`src/rtl/dice_roll_button.sv`:
```
// Debounced roll-button front end: synchronises/debounces nButton and sequences Roll/Settled.
// Optional auto-stop after MAX_ROLL_CYCLES is compiled in with DICE_BUTTON_AUTOSTOP_EN.
module dice_roll_button #(
  parameter int unsigned DEBOUNCE_CYCLES = 16,
  parameter int unsigned MIN_ROLL_CYCLES = 64,
  parameter int unsigned MAX_ROLL_CYCLES = 1024
) (
  input  logic Clock,
  input  logic Reset,
  input  logic nButton,
  output logic Pressed,
  output logic Roll,
  output logic Settled
);

  localparam int unsigned DB_W = $clog2(DEBOUNCE_CYCLES + 1);
`ifdef DICE_BUTTON_AUTOSTOP_EN
  localparam int unsigned ROLL_LIMIT = MAX_ROLL_CYCLES - 1;
`else
  localparam int unsigned ROLL_LIMIT = MIN_ROLL_CYCLES - 1;
`endif
  localparam int unsigned RC_W = (ROLL_LIMIT < 1) ? 1 : $clog2(ROLL_LIMIT + 1);

  localparam logic [DB_W-1:0] DB_LAST = DB_W'(DEBOUNCE_CYCLES - 1);
  localparam logic [RC_W-1:0] MIN_M1  = RC_W'(MIN_ROLL_CYCLES - 1);
  localparam logic [RC_W-1:0] CNT_SAT = RC_W'(ROLL_LIMIT);
`ifdef DICE_BUTTON_AUTOSTOP_EN
  localparam logic [RC_W-1:0] MAX_M1  = RC_W'(MAX_ROLL_CYCLES - 1);
`endif

  if (DEBOUNCE_CYCLES == 0 || MIN_ROLL_CYCLES == 0 ||
      MAX_ROLL_CYCLES <= MIN_ROLL_CYCLES) begin : g_bad_params
    $error("dice_roll_button: invalid parameter set");
  end

  typedef enum logic [2:0] {
    IDLE     = 3'd0,
    ROLLING  = 3'd1,
    HOLD_MIN = 3'd2,
    SETTLE   = 3'd3,
    WAIT_REL = 3'd4
  } state_e;

  logic            sync1_q, sync1_d;
  logic            sync2_q, sync2_d;
  logic [DB_W-1:0] db_cnt_q, db_cnt_d;
  logic            pressed_q, pressed_d;
  logic [RC_W-1:0] roll_cnt_q, roll_cnt_d;
  state_e          state_q, state_d;
  logic            roll_q, roll_d;
  logic            settled_q, settled_d;

  always_ff @(posedge Clock) begin
    if (Reset) begin
      sync1_q    <= 1'b1;
      sync2_q    <= 1'b1;
      db_cnt_q   <= '0;
      pressed_q  <= 1'b0;
      roll_cnt_q <= '0;
      state_q    <= IDLE;
      roll_q     <= 1'b0;
      settled_q  <= 1'b0;
    end else begin
      sync1_q    <= sync1_d;
      sync2_q    <= sync2_d;
      db_cnt_q   <= db_cnt_d;
      pressed_q  <= pressed_d;
      roll_cnt_q <= roll_cnt_d;
      state_q    <= state_d;
      roll_q     <= roll_d;
      settled_q  <= settled_d;
    end
  end

  // Synchroniser and debounce; sync2_q is low while the button is pressed.
  always_comb begin
    sync1_d   = nButton;
    sync2_d   = sync1_q;
    db_cnt_d  = db_cnt_q;
    pressed_d = pressed_q;
    if (~sync2_q == pressed_q) begin
      db_cnt_d = '0;
    end else if (db_cnt_q == DB_LAST) begin
      pressed_d = ~pressed_q;
      db_cnt_d  = '0;
    end else begin
      db_cnt_d = db_cnt_q + DB_W'(1);
    end
  end

  // Roll sequencing; release takes priority over auto-stop.
  always_comb begin
    state_d = state_q;
    unique case (state_q)
      IDLE: begin
        if (pressed_q) state_d = ROLLING;
      end
      ROLLING: begin
        if (!pressed_q) begin
          state_d = (roll_cnt_q >= MIN_M1) ? SETTLE : HOLD_MIN;
        end
`ifdef DICE_BUTTON_AUTOSTOP_EN
        else if (roll_cnt_q == MAX_M1) begin
          state_d = SETTLE;
        end
`endif
      end
      HOLD_MIN: begin
        if (roll_cnt_q == MIN_M1) state_d = SETTLE;
      end
      SETTLE: begin
        state_d = pressed_q ? WAIT_REL : IDLE;
      end
      WAIT_REL: begin
        if (!pressed_q) state_d = IDLE;
      end
      default: state_d = IDLE;
    endcase
  end

  // Roll length counter, saturating at the largest value it is compared against.
  always_comb begin
    roll_cnt_d = roll_cnt_q;
    if (state_q == IDLE && state_d == ROLLING) begin
      roll_cnt_d = '0;
    end else if ((state_q == ROLLING || state_q == HOLD_MIN) && roll_cnt_q != CNT_SAT) begin
      roll_cnt_d = roll_cnt_q + RC_W'(1);
    end
  end

  // Outputs registered from the next state so they line up with state_q.
  always_comb begin
    roll_d    = (state_d == ROLLING) || (state_d == HOLD_MIN);
    settled_d = (state_d == SETTLE);
  end

  assign Pressed = pressed_q;
  assign Roll    = roll_q;
  assign Settled = settled_q;

endmodule

```
`config.mk`:
```
export PLATFORM = sky130hd
export DESIGN_NAME = dice_roll_button
export DESIGN_NICKNAME = d
export VERILOG_FILES = /design/src/rtl/dice_roll_button.sv
export SDC_FILE = /design/constraint.sdc
export NUM_CORES = 1
export LEC_CHECK = 0
export CORE_UTILIZATION = 30
export DETAILED_ROUTE_END_ITERATION = 16
export PLACE_DENSITY_LB_ADDON = 0.12
export SYNTH_ARGS = -nofsm -noshare
export SYNTH_HDL_FRONTEND = slang
export SYNTH_SLANG_ARGS = --single-unit
```
`constraint.sdc`:
```
create_clock -name Clock -period 1.8 [get_ports Clock]
set_clock_uncertainty 0.2 [all_clocks]
set_input_delay 0.36 -clock Clock [delete_from_list [all_inputs] [get_ports Clock]]
set_output_delay 0.36 -clock Clock [all_outputs]
set_load 0.01 [all_outputs]
```
After elaboration in Yosys (flattened, before gate mapping)
Cells that the tools add are included.
{"block": "classes", "order_cmp": 1, "shifts": 0, "n_reduce_logical": 8, "n_bitwise": 3, "mux": 7, "n_eq_ne": 11, "add_sub_neg": 2, "div_mod_pow": 0, "mul": 0}
{"operator": "3-bit two-way mux", "count": 5}
{"operator": "3-bit one-hot mux with 5 select lines", "count": 1}
{"operator": "3-bit by 2-bit equality test with 1-bit output (second input constant)", "count": 4}
{"operator": "6-bit by 1-bit adder with 6-bit output (second input constant)", "count": 1}
{"operator": "3-bit by 1-bit equality test with 1-bit output (second input constant)", "count": 2}
{"operator": "6-bit equality test (second input constant)", "count": 1}
{"operator": "6-bit >= comparator (second input constant)", "count": 1}
{"operator": "6-bit inequality test (second input constant)", "count": 1}
{"operator": "5-bit by 1-bit adder with 5-bit output (second input constant)", "count": 1}
{"operator": "5-bit by 4-bit equality test with 1-bit output (second input constant)", "count": 1}
{"operator": "3-bit equality test (second input constant)", "count": 1}
{"operator": "3-bit logical NOT", "count": 1}
{"operator": "1-bit NOT", "count": 3}
{"operator": "3-bit OR reduction", "count": 1}
{"operator": "1-bit logical AND", "count": 2}
{"operator": "1-bit logical OR", "count": 2}
{"operator": "2-bit AND reduction", "count": 1}
{"operator": "2-bit OR reduction", "count": 1}
{"operator": "1-bit equality test", "count": 1}
{"operator": "1-bit two-way mux", "count": 1}
{"block": "word_totals", "inputBits": 3, "rom_bits": 0, "latchBits": 0, "register_bits": 19, "wordCells": 40, "output_inout_bits": 3, "ram_bits": 0, "memories": 0}

Longest topological paths before layout
{"block": "logic_depth", "depth_word": 7, "ltp_mapped": 5, "mapped_depth_nobuf": 5}

Least setup slack after synthesis
Ideal clock, no wire load.
{"block": "synth_path", "path_type": "register -> register", "from": "register roll_cnt_q[0]", "to": "register roll_cnt_q[3]", "path_slack_ns": 0.132, "path_stages_with_launch": 5, "arrival_time_ns": 1.345, "required_ns": 1.477, "n_path_buf": 0, "setup_ns": 0.123, "period_less_slack_ns": 1.668, "cell_sequence": "dfxtp_1 ha_1 a311oi_4 nand4_1 mux2_1"}
{"block": "synth_via", "elab_chain_cells": 7, "elab_cells_between_ends": 12, "classes_between": "add/sub: 1; order compare: 1; eq/ne: 3; mux: 4; reduce/logical: 3"}
{"element": "start, declared", "line": "48", "source": "logic [RC_W-1:0] roll_cnt_q, roll_cnt_d;"}
{"element": "start signal, assigned", "line": "68", "source": "roll_cnt_q <= roll_cnt_d;"}
{"element": "6-bit >= comparator", "line": "100", "source": "state_d = (roll_cnt_q >= MIN_M1) ? SETTLE : HOLD_MIN;"}
{"element": "1-bit two-way mux", "line": "100"}
{"element": "3-bit two-way mux", "line": "99", "source": "if (!pressed_q) begin"}
{"element": "3-bit one-hot mux with 5 select lines", "line": "94", "source": "unique case (state_q)"}
{"element": "3-bit by 1-bit equality test with 1-bit output", "line": "124", "source": "if (state_q == IDLE && state_d == ROLLING) begin"}
{"element": "1-bit logical AND", "line": "124"}
{"element": "2-bit OR reduction (no source line)"}
Several ways; a longest one is shown, not always the timed one.
A chain may end at the register's enable or synchronous reset.

Worst setup path in the final report
{"block": "layout_path", "from": "register settled_q (netlist: Settled)", "to": "output port Settled"}
{"element": "start, declared", "line": "51", "source": "logic settled_q, settled_d;"}
{"element": "start signal, assigned", "line": "71", "source": "settled_q <= settled_d;"}
{"element": "end, declared", "line": "13", "source": "output logic Settled"}
No word-level cell between the ends.

==> impl_metrics.toml <==
[finish]
syn2layout_area_growth_pct = 18.5
diodes = 0
instances_no_fill = 130
fin_util_pct = 39.1
drive_gt1_share_pct = 19.0
final_common_cell = "dfxtp_1"
layout.nets = 107
mostFrequentLayoutCells = "dfxtp_1 (18), nor2_1 (14), buf_4 (8), inv_1 (5), nor3_1 (5)"

[setup_path]
crit_slowest_cell = "clkdlybuf4s50_1"
path_delay_family = "buffers and inverters"
reg2reg_from = "db_cnt_q[0]"
worst_r2r_path_depth = 5
crit_cells = 1
cp.required_ns = 1.24
cp.buffers_inverters = 1
critical_path.cell_chain = "clkdlybuf4s50_1"
crit_path_max_fanout = 1
worstReg2RegEnd = "db_cnt_q[3]"
cp_slowest_stage_delay_ns = 0.52
r2r_slack_ns = 0.1
endpoint_kind = "output port"
start_kind = "flop"
critical_path_class = "flop to output port"
cp.arrival_ns = 1.14

[detailed_routing]
dr.pass1.iters = 4
wl_um = 1390
antenna_left = 0
first_iter_violations = 4
drcViolationCount = 0
vias = 617
vias_per_cell = 4.75
post_drt_wl_per_cell_um = 10.7

[worst_hold_path]
min_to = "sync2_q"
hold_class = "flop to flop"
holdPathStages = 1
hp-start = "sync1_q"

[synth]
synthFlopType = "dfxtp_1"
synth_area_leaders = "dfxtp_1 (45%), nor2_1 (6.2%), ha_1 (4.4%), mux2i_1 (3.5%), xnor2_4 (3.2%)"
synth_area_um2 = 847
synthArstFlopShare_pct = 0
syn_area_per_cell_um2 = 9.74
synth_top_area_share_pct = 44.9
ys_ff_latch = 19
yosys_warnings = 0
synth_top_area_cell = "dfxtp_1"
synth_edf_count = 0
synth_seq_area_share_pct = 44.9
synth.net_count = 93
syn-instance-count = 87
yosysUniqueCellTypes = 31

[global_routing]
grt_pass1_vias = 543
grt_overflow_total = 0
grt.total_usage_pct = 11.4
antenna_found_initial = 0
grt_pass1_wl_um = 2330
grt_start_max_net_pins = 12

[placement]
dp_cells = 126
dpl.hpwl_um = 1060
post-place-ws_ns = 0.0589
gp_congestion = 0.725
portBuffers = 5

[cts]
clk_latency_ns = 0.29
cts_sinks = 19
clk_path_buf_depth = 2
cts_buffers = 3
post_cts_buffers = 0
hold_buffers = 0
clk_pin_slew_ns = 0.11
h-tree-depth = 1
cts_tree = "done"
cts_root_buffer = "clkbuf_4"

[run_status]
status = "complete, no violations"

[floorplan]
dieArea_um2 = 3040
pin_count = 6
start_util_pct = 33.0
fp.coreArea_um2 = 2570
die_x_um = 55.1
placementRows = 18
die_h_um = 55.1

[sta]
finalSetupViolations = 0
hold_violations = 0
max_slew_margin_pct = 71.7
post-route-period-util_pct = 94.6
finalWorstSetupSlack_ns = 0.0980
fmax_mhz = 588
drv_slew = 0
finalSetupTns_ns = 0
tightest_slew_ns = 0.423
period_minus_slack_ns = 1.70

[power_and_ir_drop]
p_leak_nw = 0.377
ir_drop_mv = 0.492
power_per_cell_area_nw_per_um2 = 657

[job]
drv_cap = 0
state kept, by name (all words and copies together), names as in the netlist:
| register | cells |
|---|---|
| Roll | 1 |
| db_cnt_q | 5 |
| roll_cnt_q | 6 |
| sync1_q | 1 |
| sync2_q | 1 |
| Settled | 1 |
| state_q | 3 |
| Pressed | 1 |
power breakdown:
group	internal [mW]	total (mW)	switching [mW]	leakage, nW
clock network	0.0827	0.216	0.134	0.0177
logic	0.0103	0.0185	0.00824	0.205
registers	0.423	0.424	0.00121	0.154
total	0.516	0.659	0.143	0.377
cell families (layout without fill, tap and decap cells):
kind of cell    after synthesis  count (layout)  share of synthesized area (%)
compound gates                8               8                           8.86
xor+xnor                      7               7                           9.46
fa+ha+maj                     3               3                           4.43
buf+inv                       9              22                           5.32
flops                        19              19                           44.9
mux                           4               4                           4.87
simple gates                 37              37                           22.2
final cells by class:
type | instances | area, um^2
multi-input cells | 59 | 429
well taps | 30 | 37.5
inverters | 5 | 18.8
flip-flops and latches | 19 | 382
repair buffers | 13 | 109
fillers | 282 | 1560
clock buffers | 3 | 22.5
clock inverters | 1 | 5.00
worst max-delay path by stage:
stage / start / end
finish: Settled / Settled
detailed placement: db_cnt_q[0] / db_cnt_q[3]
global route: db_cnt_q[0] / db_cnt_q[2]
floorplan: roll_cnt_q[0] / roll_cnt_q[3]
global placement: roll_cnt_q[0] / roll_cnt_q[3]
CTS: db_cnt_q[0] / db_cnt_q[3]
metrics by stage:
| step | power [mW] | cell area (um^2) | hold slack, ns |
|---|---|---|---|
| after floorplan | 0.442 | 847 | 0.189 |
| after global placement | 0.452 | 968 | 0.195 |
| after detailed placement | 0.452 | 968 | 0.200 |
| after CTS | 0.670 | 996 | 0.231 |
| after global routing | 0.695 | 1000 | 0.241 |
| final | 0.659 | 1000 | 0.226 |
synthesized netlist by cell type, types with 2 or more instances:
library cell / n
dfxtp_1: 19
nor2_1: 14
inv_1: 5
nor3_1: 5
a21oi_1: 3
ha_1: 3
mux2i_1: 3
nand3_1: 3
xnor2_1: 3
xor2_1: 3
and3_1: 2
clkbuf_1: 2
nand2_1: 2
nor3b_1: 2
or2_2: 2
routing by layer:
| metal | routed length [um] | up-vias | track usage, % | part of all wire (%) |
|---|---|---|---|---|
| met4 | 15 | 0 | 3.75 | 1.1 |
| met1 | 689 | 289 | 13.0 | 50 |
| met3 | 51 | 2 | 5.74 | 3.7 |
| li1 | - | 319 | - | - |
| met2 | 629 | 7 | 18.5 | 45 |
| met5 | 0 | - | 0 | 0 |
repair_timing:
item	CTS	global route
gates resized for setup	2	2
endpoints found under the setup margin	1	7
hold endpoints to repair	0	0
cloned	0	0
(Power assumes the default switching activity.)
